`src/rtl/cpu_defs_pkg.sv`:
```
// Shared definitions for the multicycle CPU control path.
// Holds the opcode constants, the datapath select encodings, the control
// state enumeration, the bundle of control outputs, and the function that
// decodes a state into its control bundle. The FSM in multicycle_control
// imports everything from here.
package cpu_defs_pkg;

    // Opcode field IR[31:26]
    localparam logic [5:0] OP_RTYPE = 6'b000000;
    localparam logic [5:0] OP_LW    = 6'b100011;
    localparam logic [5:0] OP_SW    = 6'b101011;
    localparam logic [5:0] OP_BEQ   = 6'b000100;
    localparam logic [5:0] OP_J     = 6'b000010;
    localparam logic [5:0] OP_ADDI  = 6'b001000;
    localparam logic [5:0] OP_ORI   = 6'b001101;

    // ALU B-operand mux select
    localparam logic [1:0] SRCB_REG  = 2'd0;
    localparam logic [1:0] SRCB_ONE  = 2'd1;
    localparam logic [1:0] SRCB_SEXT = 2'd2;
    localparam logic [1:0] SRCB_ZEXT = 2'd3;

    // ALU operation select
    localparam logic [1:0] ALUOP_ADD   = 2'd0;
    localparam logic [1:0] ALUOP_SUB   = 2'd1;
    localparam logic [1:0] ALUOP_FUNCT = 2'd2;
    localparam logic [1:0] ALUOP_OR    = 2'd3;

    // PC source mux select
    localparam logic [1:0] PCSRC_ALU    = 2'd0;
    localparam logic [1:0] PCSRC_ALUOUT = 2'd1;
    localparam logic [1:0] PCSRC_JUMP   = 2'd2;

    typedef enum logic [3:0] {
        S_FETCH  = 4'd0,
        S_DECODE = 4'd1,
        S_MEMADR = 4'd2,
        S_MEMRD  = 4'd3,
        S_MEMWB  = 4'd4,
        S_MEMWR  = 4'd5,
        S_RTEXEC = 4'd6,
        S_RTWB   = 4'd7,
        S_BRANCH = 4'd8,
        S_JUMP   = 4'd9,
        S_IEXEC  = 4'd10,
        S_IWB    = 4'd11,
        S_OREXEC = 4'd12,
        S_HALT   = 4'd15
    } state_t;

    typedef struct packed {
        logic       pcWrite;
        logic       pcWriteCond;
        logic       iorD;
        logic       memRead;
        logic       memWrite;
        logic       irWrite;
        logic       memtoReg;
        logic       regDst;
        logic       regWrite;
        logic       aluSrcA;
        logic [1:0] aluSrcB;
        logic [1:0] aluOp;
        logic [1:0] pcSource;
    } ctrl_t;

    // Moore output decode: every field not named for a state stays 0.
    function automatic ctrl_t ctrlFor(input state_t s);
        ctrl_t c;
        c = '0;
        case (s)
            S_FETCH: begin
                c.memRead  = 1'b1;
                c.irWrite  = 1'b1;
                c.aluSrcB  = SRCB_ONE;
                c.aluOp    = ALUOP_ADD;
                c.pcSource = PCSRC_ALU;
                c.pcWrite  = 1'b1;
            end
            S_DECODE: begin
                c.aluSrcB = SRCB_SEXT;   // branch target into ALUOut
                c.aluOp   = ALUOP_ADD;
            end
            S_MEMADR: begin
                c.aluSrcA = 1'b1;
                c.aluSrcB = SRCB_SEXT;
                c.aluOp   = ALUOP_ADD;
            end
            S_MEMRD: begin
                c.memRead = 1'b1;
                c.iorD    = 1'b1;
            end
            S_MEMWB: begin
                c.regWrite = 1'b1;
                c.memtoReg = 1'b1;
            end
            S_MEMWR: begin
                c.memWrite = 1'b1;
                c.iorD     = 1'b1;
            end
            S_RTEXEC: begin
                c.aluSrcA = 1'b1;
                c.aluSrcB = SRCB_REG;
                c.aluOp   = ALUOP_FUNCT;
            end
            S_RTWB: begin
                c.regWrite = 1'b1;
                c.regDst   = 1'b1;
            end
            S_BRANCH: begin
                c.aluSrcA     = 1'b1;
                c.aluSrcB     = SRCB_REG;
                c.aluOp       = ALUOP_SUB;
                c.pcWriteCond = 1'b1;
                c.pcSource    = PCSRC_ALUOUT;
            end
            S_JUMP: begin
                c.pcWrite  = 1'b1;
                c.pcSource = PCSRC_JUMP;
            end
            S_IEXEC: begin
                c.aluSrcA = 1'b1;
                c.aluSrcB = SRCB_SEXT;
                c.aluOp   = ALUOP_ADD;
            end
            S_OREXEC: begin
                c.aluSrcA = 1'b1;
                c.aluSrcB = SRCB_ZEXT;
                c.aluOp   = ALUOP_OR;
            end
            S_IWB: begin
                c.regWrite = 1'b1;
            end
            default: c = '0;   // HALT and unreachable codes drive nothing
        endcase
        return c;
    endfunction

endpackage

```
`src/rtl/multicycle_control.sv`:
```
// Main control FSM for the multicycle CPU datapath.
// Decodes the opcode held in the instruction register and sequences
// FETCH/DECODE/EXECUTE/MEMORY/WRITEBACK, driving every datapath select
// and enable as a Moore function of the current state.
// Ports:
//   clk, reset      clock and synchronous active-high reset
//   Op[5:0]         opcode IR[31:26], looked at in DECODE and MEMADR only
//   PCWrite, PCWriteCond, IorD, MemRead, MemWrite, IRWrite,
//   MemtoReg, RegDst, RegWrite, ALUSrcA      single-bit controls
//   ALUSrcB[1:0], ALUOp[1:0], PCSource[1:0]  mux/operation selects
//   State[3:0]      current state, for debug and verification
// ILLEGAL_TRAP: 1 = unknown opcode halts until reset, 0 = treated as NOP.
module multicycle_control
    import cpu_defs_pkg::*;
#(
    parameter int ILLEGAL_TRAP = 0
) (
    input  logic       clk,
    input  logic       reset,
    input  logic [5:0] Op,
    output logic       PCWrite,
    output logic       PCWriteCond,
    output logic       IorD,
    output logic       MemRead,
    output logic       MemWrite,
    output logic       IRWrite,
    output logic       MemtoReg,
    output logic       RegDst,
    output logic       RegWrite,
    output logic       ALUSrcA,
    output logic [1:0] ALUSrcB,
    output logic [1:0] ALUOp,
    output logic [1:0] PCSource,
    output logic [3:0] State
);

    state_t state;
    state_t nextState;
    ctrl_t  ctrlReg;
    ctrl_t  ctrlOut;

    always_comb begin
        nextState = S_FETCH;
        case (state)
            S_FETCH:  nextState = S_DECODE;
            S_DECODE: begin
                case (Op)
                    OP_LW, OP_SW: nextState = S_MEMADR;
                    OP_RTYPE:     nextState = S_RTEXEC;
                    OP_BEQ:       nextState = S_BRANCH;
                    OP_J:         nextState = S_JUMP;
                    OP_ADDI:      nextState = S_IEXEC;
                    OP_ORI:       nextState = S_OREXEC;
                    default:      nextState = (ILLEGAL_TRAP != 0) ? S_HALT : S_FETCH;
                endcase
            end
            S_MEMADR: nextState = (Op == OP_LW) ? S_MEMRD : S_MEMWR;
            S_MEMRD:  nextState = S_MEMWB;
            S_MEMWB:  nextState = S_FETCH;
            S_MEMWR:  nextState = S_FETCH;
            S_RTEXEC: nextState = S_RTWB;
            S_RTWB:   nextState = S_FETCH;
            S_BRANCH: nextState = S_FETCH;
            S_JUMP:   nextState = S_FETCH;
            S_IEXEC:  nextState = S_IWB;
            S_OREXEC: nextState = S_IWB;
            S_IWB:    nextState = S_FETCH;
            S_HALT:   nextState = S_HALT;
            default:  nextState = S_FETCH;   // 13/14 recover to FETCH
        endcase
    end

    // Outputs are registered together with the state: the register holds
    // the decode of the state being entered, so it is a clean Moore output.
    always_ff @(posedge clk) begin
        if (reset) begin
            state   <= S_FETCH;
            ctrlReg <= ctrlFor(S_FETCH);
        end else begin
            state   <= nextState;
            ctrlReg <= ctrlFor(nextState);
        end
    end

    // While reset is held the datapath must not be disturbed even before
    // the reset edge lands, so the override is combinational: FETCH selects
    // with every write/strobe suppressed.
    always_comb begin
        ctrlOut = ctrlReg;
        if (reset) begin
            ctrlOut             = ctrlFor(S_FETCH);
            ctrlOut.pcWrite     = 1'b0;
            ctrlOut.pcWriteCond = 1'b0;
            ctrlOut.memRead     = 1'b0;
            ctrlOut.memWrite    = 1'b0;
            ctrlOut.irWrite     = 1'b0;
            ctrlOut.regWrite    = 1'b0;
        end
    end

    assign PCWrite     = ctrlOut.pcWrite;
    assign PCWriteCond = ctrlOut.pcWriteCond;
    assign IorD        = ctrlOut.iorD;
    assign MemRead     = ctrlOut.memRead;
    assign MemWrite    = ctrlOut.memWrite;
    assign IRWrite     = ctrlOut.irWrite;
    assign MemtoReg    = ctrlOut.memtoReg;
    assign RegDst      = ctrlOut.regDst;
    assign RegWrite    = ctrlOut.regWrite;
    assign ALUSrcA     = ctrlOut.aluSrcA;
    assign ALUSrcB     = ctrlOut.aluSrcB;
    assign ALUOp       = ctrlOut.aluOp;
    assign PCSource    = ctrlOut.pcSource;
    assign State       = state;

endmodule
```
`config.mk`:
```
export PLATFORM = sky130hd
export DESIGN_NAME = multicycle_control
export DESIGN_NICKNAME = d
export VERILOG_FILES = /design/src/rtl/cpu_defs_pkg.sv /design/src/rtl/multicycle_control.sv
export SDC_FILE = /design/constraint.sdc
export NUM_CORES = 1
export LEC_CHECK = 0
export ABC_CLOCK_PERIOD_IN_PS = 6000
export BUFFER_PORTS_ARGS = -buffer_cell sky130_fd_sc_hd__buf_2
export CAP_MARGIN = 25
export CORE_MARGIN = 3
export CORE_UTILIZATION = 30
export CTS_BUF_LIST = sky130_fd_sc_hd__clkbuf_4 sky130_fd_sc_hd__clkbuf_8
export CTS_CLUSTER_DIAMETER = 30
export DETAILED_ROUTE_END_ITERATION = 7
export PLACE_DENSITY_LB_ADDON = 0.08
export SLEW_MARGIN = 20
export SYNTH_ARGS = -nofsm -noshare
export SYNTH_HDL_FRONTEND = slang
export SYNTH_SLANG_ARGS = --single-unit
export TNS_END_PERCENT = 10
```
`constraint.sdc`:
```
create_clock -name clk -period 6 [get_ports clk]
set_clock_uncertainty 0.15 [all_clocks]
set_input_delay 0.9 -clock clk [delete_from_list [all_inputs] [get_ports clk]]
set_output_delay 0.9 -clock clk [all_outputs]
set_load 0.005 [all_outputs]
```
==> After elaboration in Yosys (flattened, before gate mapping) <==
Cells that the tools add are included.
{ "classes": {"n_eq_ne": 25, "mux": 16, "reduce_logical": 11} }
{ "ops": {"columns": ["operator", "count"], "rows": [
  ["4-bit equality test, second input constant", 8],
  ["4-bit one-hot mux with 7 select lines", 1],
  ["4-bit one-hot mux with 6 select lines", 1],
  ["4-bit by 3-bit equality test with 1-bit output, second input constant", 5],
  ["4-bit one-hot mux with 5 select lines", 1],
  ["4-bit by 2-bit equality test with 1-bit output, second input constant", 4],
  ["16-bit two-way mux", 1],
  ["6-bit by 4-bit equality test with 1-bit output, second input constant", 2],
  ["6-bit equality test, second input constant", 2],
  ["1-bit two-way mux", 10],
  ["2-bit OR reduction", 5],
  ["4-bit by 1-bit equality test with 1-bit output, second input constant", 2],
  ["4-bit logical NOT", 2],
  ["6-bit by 2-bit equality test with 1-bit output, second input constant", 1],
  ["6-bit by 3-bit equality test with 1-bit output, second input constant", 1],
  ["6-bit logical NOT", 1],
  ["3-bit OR reduction", 2],
  ["5-bit OR reduction", 1],
  ["2-bit one-hot mux with 2 select lines", 1],
  ["3-bit two-way mux", 1]
]} }
{ "totals": {"reg_bits": 20, "input_bits": 8, "word_cells": 66} }

==> Longest topological paths before layout <==
{ "depth": {"word_depth": 7, "depth_mapped": 7, "mapped_depth_nobuf": 5} }

==> Worst setup path after synthesis <==
Ideal clock, no wire load.
{ "synth_timing": {"path_type": "input port to flip-flop", "start": "in Op[2]", "end": "reg ctrlReg[12] in the netlist's numbering", "setup_time_ns": 0.127, "arrival_time_ns": 2.263, "required_ns": 5.723, "path_slack_ns": 3.460, "path_stages": 6, "cell_sequence": "buf_2 -> or4b_1 -> o311a_1 -> o21ba_2 -> a41oi_2 -> o31ai_1"} }
{ "synth_via": {"elab_chain_len": 7, "elab_cells_between_ends": 15, "classes_between": "7 x eq/ne; 4 x mux; 4 x reduce/logical"} }
{ "synth_rtl": {"columns": ["element", "line_no", "rtl"], "rows": [
  ["from (decl)", "multicycle_control.sv:20", "input logic [5:0] Op,"],
  ["6-bit equality test, on equally long branches", "multicycle_control.sv:47, multicycle_control.sv:57", null],
  ["2-bit OR reduction", "multicycle_control.sv:47", "case (Op)"],
  ["4-bit one-hot mux with 6 select lines", "multicycle_control.sv:47", null],
  ["4-bit one-hot mux with 7 select lines (*)", "multicycle_control.sv:44", "case (state)"],
  ["4-bit by 2-bit equality test with 1-bit output / 4-bit logical NOT (equally long branches)", "cpu_defs_pkg.sv:71", "case (s)"],
  ["2-bit OR reduction (no source line) (*)", null, null],
  ["1-bit two-way mux (*)", "cpu_defs_pkg.sv:71", null],
  ["to (signal assigned)", "multicycle_control.sv:78", "ctrlReg <= ctrlFor(S_FETCH);"],
  ["to (signal assigned)", "multicycle_control.sv:81", "ctrlReg <= ctrlFor(nextState);"],
  ["to (decl)", "multicycle_control.sv:39", "ctrl_t ctrlReg;"]
]} }
Mark *: on every way between the ends. The rest lies on a longest branch, timed or not.
A chain may end at the register's enable or synchronous reset.

==> Worst setup path after layout <==
{ "layout_timing": {"start": "in reset", "end": "out ALUSrcB[0]"} }
{ "layout_via": {"elab_chain_len": 1} }
{ "layout_rtl": {"columns": ["element", "line_no", "rtl"], "rows": [
  ["from (decl)", "multicycle_control.sv:19", "input logic reset,"],
  ["16-bit two-way mux", "multicycle_control.sv:90", "if (reset) begin"],
  ["to (decl)", "multicycle_control.sv:31", "output logic [1:0] ALUSrcB,"]
]} }
No other way between the ends.

==> results.sh <==
export IMPL_drv_slew=0
export IMPL_worst_pin_slew_ns=0.550
export IMPL_combPwrFrac_pct=14.0
export IMPL_routed_wirelength_um=2330
export IMPL_finalCritPeriodShare_pct=45.2
export IMPL_ys_seq_area_share_pct=33.3
export IMPL_reg2reg_depth=5
export IMPL_synth_ff_type="dfxtp_1"
export IMPL_path_max_fanout=31
export IMPL_cts_repair_resized=0
export IMPL_hold_end="ctrlReg[6]"
export IMPL_netlist_area_sq_mm=0.00114
export IMPL_seqPwrFrac_pct=51.3
export IMPL_core_sq_mm=0.00349
export IMPL_synth_nets=130
export IMPL_setup_violations=0
export IMPL_n_antenna_cell=0
export IMPL_syn_area_per_cell_sq_um=9.35
export IMPL_vias=923
export IMPL_ys_types=49
export IMPL_nets=151
export IMPL_slew_headroom_pct=63.3
export IMPL_grt_max_degree=32
export IMPL_post_cts_buffers=0
export IMPL_portBuffers=27
export IMPL_synth_most_common_cell="dfxtp_1"
export IMPL_hold_path_depth=2
export IMPL_drc=0
export IMPL_setup_tns_final_ns=0
export IMPL_numCtsBuffers=3
export IMPL_met3RoutedLength_um=102
export IMPL_powerDensity_mw_per_mm2=198
export IMPL_postRouteAntennaNets=0
export IMPL_io_pins=28
export IMPL_hold_buffers=0
export IMPL_leakagePower_uw=0.000521
export IMPL_hpwl_um=1740
export IMPL_max_freq_mhz=369
export IMPL_htree_levels=1
export IMPL_critPathKind="in2out"
export IMPL_cts_root_buffer="clkbuf_8"
export IMPL_cts_max_path_buffers=2
export IMPL_die_area_sq_mm=0.00458
export IMPL_numPlacedInstances=184
export IMPL_yosys_area_top_type_share_pct=33.3
export IMPL_synth_warnings=0
export IMPL_clockPowerShare_pct=34.6
export IMPL_first_global_vias=841
export IMPL_preCtsSetupSlack_ns=3.26
export IMPL_rows=21
export IMPL_synth_top_area_cell="dfxtp_1"
export IMPL_crit_start="reset"
export IMPL_regToRegStartpoint="State[0]"
export IMPL_start_util_pct=32.7
export IMPL_r2r_slack_ns=3.83
export IMPL_min_from="State[0]"
export IMPL_wl_per_cell_um=12.4
export IMPL_drtIter0Drc=48
export IMPL_area_growth_pct=15.1
export IMPL_die_w_um=67.7
export IMPL_worstSetupEndpointType="output pin"
export IMPL_wl_met1_um=1110
export IMPL_cp_required_ns=4.95
export IMPL_first_pass_iters=3
export IMPL_status="finished clean"
export IMPL_clock_latency_ns=0.25
export IMPL_synth_edf_count=0
export IMPL_gp_congestion=0.731
export IMPL_syn_inst=122
export IMPL_clk_pin_slew_worst_paths_ns=0.06
export IMPL_whs_ns=0.542
export IMPL_rsz0062_at_grt="no"
export IMPL_synth_commonest_cells="dfxtp_1, nor2b_1, nor2_1"
export IMPL_worst_slack_ns=3.29
export IMPL_synthArstFlopShare_pct=0
export IMPL_total_power_uw=260
export IMPL_chipHeight_um=67.7
export IMPL_synthTopCellsByArea="dfxtp_1, nor2b_1, xnor2_1"
export IMPL_r2r_end="ctrlReg[12]"
export IMPL_antenna_found_initial=0
export IMPL_final_cells=188
export IMPL_drv_cap=0
export IMPL_p_sw_share_pct=24.0
export IMPL_period_needed_ns=2.71
export IMPL_worstPathArrival_ns=1.66
export IMPL_vdd_drop_max_v=0.000101
export IMPL_drive_gt1_share_pct=32.4
export IMPL_gr_total_overflow=0
export IMPL_ys_seq_elements=19
export IMPL_dr_max_layer_used="met4"
export IMPL_p_int_uw=197
export IMPL_cts_tree="yes"
export IMPL_hp_class="reg2reg"
export IMPL_track_usage_pct=11.4
export IMPL_wl_met2_um=1110
export IMPL_cts_sinks=19
export IMPL_grt_pass1_wl_um=3960
export IMPL_start_kind="primary input"
export IMPL_switchingPower_uw=62.2
export IMPL_viasPerCell=4.91
export IMPL_hold_violations=0
-- cells in the final DEF (no fill, tap or decap), types with 4 or more instances in the layout --
| cell type | count |
|---|---|
| buf_2 | 27 |
| dfxtp_1 | 19 |
| inv_1 | 5 |
| nand3_1 | 4 |
| nor2_1 | 8 |
| nor2b_1 | 14 |
| nor3_1 | 6 |
| nor4_1 | 4 |
| xnor2_1 | 4 |
-- critical path: stages --
cell	delay, ns
buf_2	0.28
or2_2	0.36
buf_2	0.13
-- state kept, by name, indices dropped and copies added (netlist names) --
register  count
State         4
ctrlReg      15
-- power groups by stage --
stage                     Clock (uW)  Combinational (uW)  Sequential (uW)
after floorplan                    0                28.9              134
after global placement             0                37.0              136
after detailed placement           0                37.3              136
after CTS                       93.8                37.3              133
after global routing             101                41.7              134
final                           89.9                36.5              133
-- metal layers --
metal | GRT usage [%] | vias up
met2 | 17.5 | 15
li1 | - | 482
met5 | 0 | -
met1 | 15.2 | 424
met3 | 3.49 | 2
met4 | 3.04 | 0
-- through the flow --
stage,utilization (%),area (sq um)
finish,37.6,1310
CTS,37.6,1310
detailed placement,36.2,1260
global placement,36.2,1260
floorplan,-,1140
global route,37.6,1310
-- cell type report --
class	instances	area (sq um)
clock buffer	4	48.8
fill	365	2180
inverter	5	18.8
multi-input combinational	87	673
sequential	19	380
tap	46	57.6
timing repair buffer	27	135
-- logic make-up (layout without fill, tap and decap cells) --
logic type	after synthesis	in the layout	synth area share [%]
buffers and inverters	16	36	7.68
XOR/XNOR	5	5	3.84
AND/OR/NAND/NOR	61	61	36.8
AO/OA/AOI/OAI	21	21	18.3
flip-flops	19	19	33.3
-- how the worst max path moves through the flow --
stage | cells past startpoint | end | slack, ns
after floorplan | 6 | ctrlReg[12] | 3.46
after global placement | 3 | ALUSrcB[0] | 3.28
after detailed placement | 3 | ALUSrcB[0] | 3.26
after CTS | 3 | ALUSrcB[0] | 3.27
after global routing | 3 | ALUSrcB[0] | 3.20
final | 3 | ALUSrcB[0] | 3.29
Power figures use the tool's default switching activity.
